File: src/rtl/execute_memory_register_pkg.sv
// Shared processor package for the EX/MEM pipeline boundary.
// Holds the datapath widths and the packed layouts of the control and data
// bundles that cross from execute into memory.
package execute_memory_register_pkg;

  localparam int DATA_W     = 32;
  localparam int REG_ADDR_W = 4;
  localparam int COUNT_W    = 32;

  typedef struct packed {
    logic valid;
    logic pc_src;
    logic reg_write;
    logic mem_write;
    logic mem_to_reg;
  } ctrl_t;

  typedef struct packed {
    logic [DATA_W-1:0]     alu_out;
    logic [DATA_W-1:0]     write_data;
    logic [REG_ADDR_W-1:0] wa3;
  } data_t;

  // An annulled instruction must not redirect the PC or change
  // architectural state, so its side-effecting controls are forced low.
  // MemtoReg only steers the writeback mux and is passed through untouched.
  function automatic ctrl_t qualify_ctrl(input logic valid,
                                         input logic pc_src,
                                         input logic reg_write,
                                         input logic mem_write,
                                         input logic mem_to_reg);
    ctrl_t c;
    c.valid      = valid;
    c.pc_src     = pc_src & valid;
    c.reg_write  = reg_write & valid;
    c.mem_write  = mem_write & valid;
    c.mem_to_reg = mem_to_reg;
    return c;
  endfunction

endpackage

File: src/rtl/execute_memory_register_pipeline_reg.sv
// pipeline_reg: generic pipeline flop stage.
// Ports:
//   clk  - rising-edge clock
//   rst  - asynchronous active-low reset, clears q
//   en   - load d into q
//   clr  - synchronous clear of q; wins over en
//   d, q - WIDTH-bit data in / registered out
module pipeline_reg #(
  parameter int WIDTH = 1
) (
  input  logic             clk,
  input  logic             rst,
  input  logic             en,
  input  logic             clr,
  input  logic [WIDTH-1:0] d,
  output logic [WIDTH-1:0] q
);

  logic [WIDTH-1:0] q_reg;

  always_ff @(posedge clk or negedge rst) begin
    if (!rst) begin
      q_reg <= '0;
    end else if (clr) begin
      q_reg <= '0;
    end else if (en) begin
      q_reg <= d;
    end
  end

  assign q = q_reg;

endmodule

File: src/rtl/execute_memory_register.sv
// execute_memory_register: EX/MEM pipeline register with retirement and
// taken-branch counters.
// Ports:
//   clk, rst            - clock, asynchronous active-low reset
//   StallM, FlushM      - hold / bubble controls (flush wins over stall)
//   ValidE              - execute stage holds a real instruction
//   PCSrcECU, RegWriteECU, MemWriteECU, MemtoRegE, BranchTakenE - EX controls
//   ALUResultE, WriteDataE, WA3E - EX data fields
//   PCSrcM, RegWriteM, MemWriteM, MemtoRegM, ValidM - registered controls
//   ALUOutM, WriteDataM, WA3M    - registered data fields
//   RetiredCount, BranchCount    - instructions / taken branches advanced
module execute_memory_register
  import execute_memory_register_pkg::*;
(
  input  logic                  clk,
  input  logic                  rst,
  input  logic                  StallM,
  input  logic                  FlushM,
  input  logic                  ValidE,
  input  logic                  PCSrcECU,
  input  logic                  RegWriteECU,
  input  logic                  MemWriteECU,
  input  logic                  BranchTakenE,
  input  logic                  MemtoRegE,
  input  logic [DATA_W-1:0]     ALUResultE,
  input  logic [DATA_W-1:0]     WriteDataE,
  input  logic [REG_ADDR_W-1:0] WA3E,
  output logic                  PCSrcM,
  output logic                  RegWriteM,
  output logic                  MemWriteM,
  output logic                  MemtoRegM,
  output logic                  ValidM,
  output logic [DATA_W-1:0]     ALUOutM,
  output logic [DATA_W-1:0]     WriteDataM,
  output logic [REG_ADDR_W-1:0] WA3M,
  output logic [COUNT_W-1:0]    RetiredCount,
  output logic [COUNT_W-1:0]    BranchCount
);

  localparam int CTRL_W = $bits(ctrl_t);
  localparam int DATA_BUNDLE_W = $bits(data_t);

  logic  load;
  ctrl_t ctrl_d;
  ctrl_t ctrl_q;
  data_t data_d;
  data_t data_q;

  logic [COUNT_W-1:0] retired_count_reg;
  logic [COUNT_W-1:0] retired_count_next;
  logic [COUNT_W-1:0] branch_count_reg;
  logic [COUNT_W-1:0] branch_count_next;

  // A flush alone (or with stall) is a bubble, never a load.
  assign load = ~FlushM & ~StallM;

  assign ctrl_d = qualify_ctrl(ValidE, PCSrcECU, RegWriteECU, MemWriteECU, MemtoRegE);

  assign data_d.alu_out    = ALUResultE;
  assign data_d.write_data = WriteDataE;
  assign data_d.wa3        = WA3E;

  // Controls are cleared on flush; since clear beats enable inside the
  // stage, flush+stall still produces a bubble.
  pipeline_reg #(.WIDTH(CTRL_W)) u_ctrl_reg (
    .clk (clk),
    .rst (rst),
    .en  (~StallM),
    .clr (FlushM),
    .d   (ctrl_d),
    .q   (ctrl_q)
  );

  // Data fields keep their old contents through a bubble.
  pipeline_reg #(.WIDTH(DATA_BUNDLE_W)) u_data_reg (
    .clk (clk),
    .rst (rst),
    .en  (load),
    .clr (1'b0),
    .d   (data_d),
    .q   (data_q)
  );

  always_comb begin
    retired_count_next = retired_count_reg;
    branch_count_next  = branch_count_reg;
    if (load && ValidE) begin
      retired_count_next = retired_count_reg + COUNT_W'(1);
      if (BranchTakenE) begin
        branch_count_next = branch_count_reg + COUNT_W'(1);
      end
    end
  end

  always_ff @(posedge clk or negedge rst) begin
    if (!rst) begin
      retired_count_reg <= '0;
      branch_count_reg  <= '0;
    end else begin
      retired_count_reg <= retired_count_next;
      branch_count_reg  <= branch_count_next;
    end
  end

  assign ValidM       = ctrl_q.valid;
  assign PCSrcM       = ctrl_q.pc_src;
  assign RegWriteM    = ctrl_q.reg_write;
  assign MemWriteM    = ctrl_q.mem_write;
  assign MemtoRegM    = ctrl_q.mem_to_reg;
  assign ALUOutM      = data_q.alu_out;
  assign WriteDataM   = data_q.write_data;
  assign WA3M         = data_q.wa3;
  assign RetiredCount = retired_count_reg;
  assign BranchCount  = branch_count_reg;

endmodule

File: config.mk
export PLATFORM = sky130hd
export DESIGN_NAME = execute_memory_register
export DESIGN_NICKNAME = d
export VERILOG_FILES = /design/src/rtl/execute_memory_register_pkg.sv /design/src/rtl/execute_memory_register_pipeline_reg.sv /design/src/rtl/execute_memory_register.sv
export SDC_FILE = /design/constraint.sdc
export NUM_CORES = 1
export LEC_CHECK = 0
export CAP_MARGIN = 20
export CELL_PAD_IN_SITES_DETAIL_PLACEMENT = 1
export CELL_PAD_IN_SITES_GLOBAL_PLACEMENT = 2
export CORE_ASPECT_RATIO = 0.75
export CORE_UTILIZATION = 30
export DETAILED_ROUTE_END_ITERATION = 6
export PLACE_DENSITY = 0.87
export SLEW_MARGIN = 15
export SYNTH_ARGS = -nofsm -noshare
export SYNTH_HDL_FRONTEND = slang
export SYNTH_SLANG_ARGS = --single-unit
File: constraint.sdc
create_clock -name clk -period 5.49 [get_ports clk]
set_clock_uncertainty 0.05 [all_clocks]
set_input_delay 0.8235 -clock clk [delete_from_list [all_inputs] [get_ports clk]]
set_output_delay 0.8235 -clock clk [all_outputs]
set_load 0.02 [all_outputs]
==> metrics.csv <==
metric,value,unit
status,completed,
initial antenna violation count,0,
Layout area overhead,54.1,%
Die H,120,µm
Worst Setup End Kind,register,
CP most frequent cell,nand4_1,
Routed WL per cell,17.3,µm
DR top layer,met4,
critical path depth,6,
reg2reg start,BranchCount[8],
syn_nets,494,
clock-pin slew on the worst setup and hold paths,60,ps
CTS tree,built,
Total Power,2.95,mW
# rows,42,
Initial Util,31.1,%
Top delay family on crit path,simple AND/OR/NAND/NOR gates,
final hold vios,0,
layout net count,717,
GRT Util Overall,17.4,%
vias per cell,4.61,
Seq cells post-synth,137,
RSZ-0062 raised after global routing,false,
Netlist cell types,29,
cts bufs inserted,17,
die area,19100,µm²
H-tree levels,4,
Yosys warning total,0,
Die W,159,µm
post-synthesis sequential area ratio,61.5,%
post-CTS setup buffer count,0,
first-pass GRT wire length,25800,µm
max FFs per register,68,
Mapped Area,5580,µm²
crit path kind,in2reg,
RD Place Congestion,0.777,
dpl hpwl,11300,µm
share of cells above drive strength 1,17.7,%
final wirelength,15500,µm
Antenna Nets Post-Route,0,
Clock Tree Root,clkbuf_16,
slew margin rel.,41.2,%
Worst Path Arrival,3370,ps
setup TNS,0,ps
worst skew pair latency,420,ps
crit path time final,3120,ps
largest net degree at the start of global routing,82,
Util after Layout,48.0,%
Clock Tree Buf Depth,2,
max-slew violations,0,
core region area,17900,µm²
CP max FO,15,
DRT Pass-1 Iters,4,
vias,4114,
io pins,215,
metal3 WL,1050,µm
met2 wire length,7810,µm
Startpoint Class,input pin,
HP Class,in2async,
clock tree sinks,137,
"Slowest-stage cell, CP",nor3b_4,
"Setup violations, final",0,
detailed-routing wirelength on met1,6320,µm
Syn Inst Count,414,
Port Buffers,214,
Synth Area per Inst,13.5,µm²
static leakage,3.59,nW
GR Overflow Total,0,
CP peak stage delay,700,ps
detailed router's first-iteration violation count,107,
CP required,5740,ps
CTS resizes,0,
actual slew at the worst max-slew pin,882,ps
critical-path cell list,clkdlybuf4s50_1 -> nor3b_4 -> nand4_1 -> nor4_2 -> nand4_1 -> xnor2_1,
R2R cell count,5,
vias in the first global route,4680,
DRC viols,0,
Inserted Diodes,0,
Max Cap Viol,0,
WP buf/inv,1,
# hold bufs at CTS,0,
fmax,0.320,GHz
Critical Path Source,StallM,
final worst path period share,56.9,%
Pwr per Cell Area,343,nW/µm²
maximum VDD drop,0.000170,V
## through the flow
step                      hold WS (ps)  instance area [µm²]  worst slack [ps]  std cells
after floorplan                    478                 5580              3120        414
final                              391                 8600              2370        892
after global routing               436                 8600              2140        892
after CTS                          429                 8600              2350        892
after global placement             410                 8000              2010        860
after detailed placement           420                 8000              1920        860
## layer usage
layer  up-vias  global-route usage [%]
met5         -                       0
met4         0                    6.67
met3        20                    5.60
met2       128                    29.6
met1      2094                    20.5
li1       1872                       -
## synthesized netlist by cell type
cell / instances / share of area [%]
a21oi_1: 3 / 0.27
and2_0: 1 / 0.11
and3_1: 7 / 0.79
and4_1: 7 / 1.1
buf_1: 1 / 0.067
buf_2: 4 / 0.36
clkbuf_1: 7 / 0.47
dfrtp_1: 137 / 61
ha_1: 2 / 0.45
inv_1: 5 / 0.34
mux2_2: 70 / 14
mux2i_1: 2 / 0.36
nand2_1: 22 / 1.5
nand2_2: 1 / 0.11
nand2b_1: 1 / 0.11
nand3_1: 22 / 2.0
nand4_1: 16 / 1.8
nand4_2: 1 / 0.22
nor2_1: 28 / 1.9
nor2b_1: 1 / 0.11
nor3_1: 4 / 0.36
nor3b_4: 1 / 0.34
nor4_2: 3 / 0.67
nor4b_4: 1 / 0.43
or3_1: 3 / 0.34
or3_4: 2 / 0.40
xnor2_1: 44 / 6.9
xnor2_2: 1 / 0.29
xor2_1: 17 / 2.7
## report_power, final
group          switching (mW)  internal [mW]  total [mW]
Combinational           0.273          0.315       0.588
Sequential             0.0851           1.12        1.20
Clock                   0.440          0.718        1.16
Total                   0.799           2.15        2.95
## worst reg2reg max path: cells and delay by family (launching register included)
family	cells	cell delay, ps
flip-flops	1	490
XOR/XNOR	1	140
AND/OR/NAND/NOR	4	1360
## layout make-up
cell class | count | area, µm²
flip-flops and latches | 137 | 3430
fillers | 1832 | 9320
multi-input cells | 260 | 2090
well taps | 242 | 303
repair buffers | 216 | 2160
clock buffers | 22 | 484
inverters | 5 | 18.8
clock inverters | 10 | 116
## path summary, 6_finish.rpt
| kind | end | slack, ps |
|---|---|---|
| worst max register to register | BranchCount[19] | 3350 |
| worst max-delay path | BranchCount[24] | 2370 |
| worst min-delay path | RetiredCount[21] | 390 |
| max in group asynchronous | u_data_reg.q[43] | 3720 |
| worst min register to register | RetiredCount[31] | 420 |
| min in group clk | RetiredCount[31] | 420 |
## placed cells by master, fill, tap and decap left out, drive strengths merged
cell	instances
clkinv	5
inv	6
clkdlybuf4s50	213
nand2	23
nor2	28
and3	7
mux2	70
clkbuf	22
bufinv	2
dfrtp	137
nand3	22
or3	5
xor2	17
nand4	17
mux2i	2
a21oi	3
ha	2
and4	7
nor2b	1
and2	1
nor3	4
buf	3
xnor2	45
clkinvlp	2
nand2b	1
nor4	3
nor3b	1
nor4b	1
## cells by family after synthesis
group / Yosys count / synth area share [%]
mux: 72 / 14.5
fa+ha+maj: 2 / 0.449
flops: 137 / 61.5
simple gates: 121 / 12.2
compound gates: 3 / 0.269
xor+xnor: 62 / 9.87
buf+inv: 17 / 1.23
Note: power is estimated with default switching activity, not from simulation.
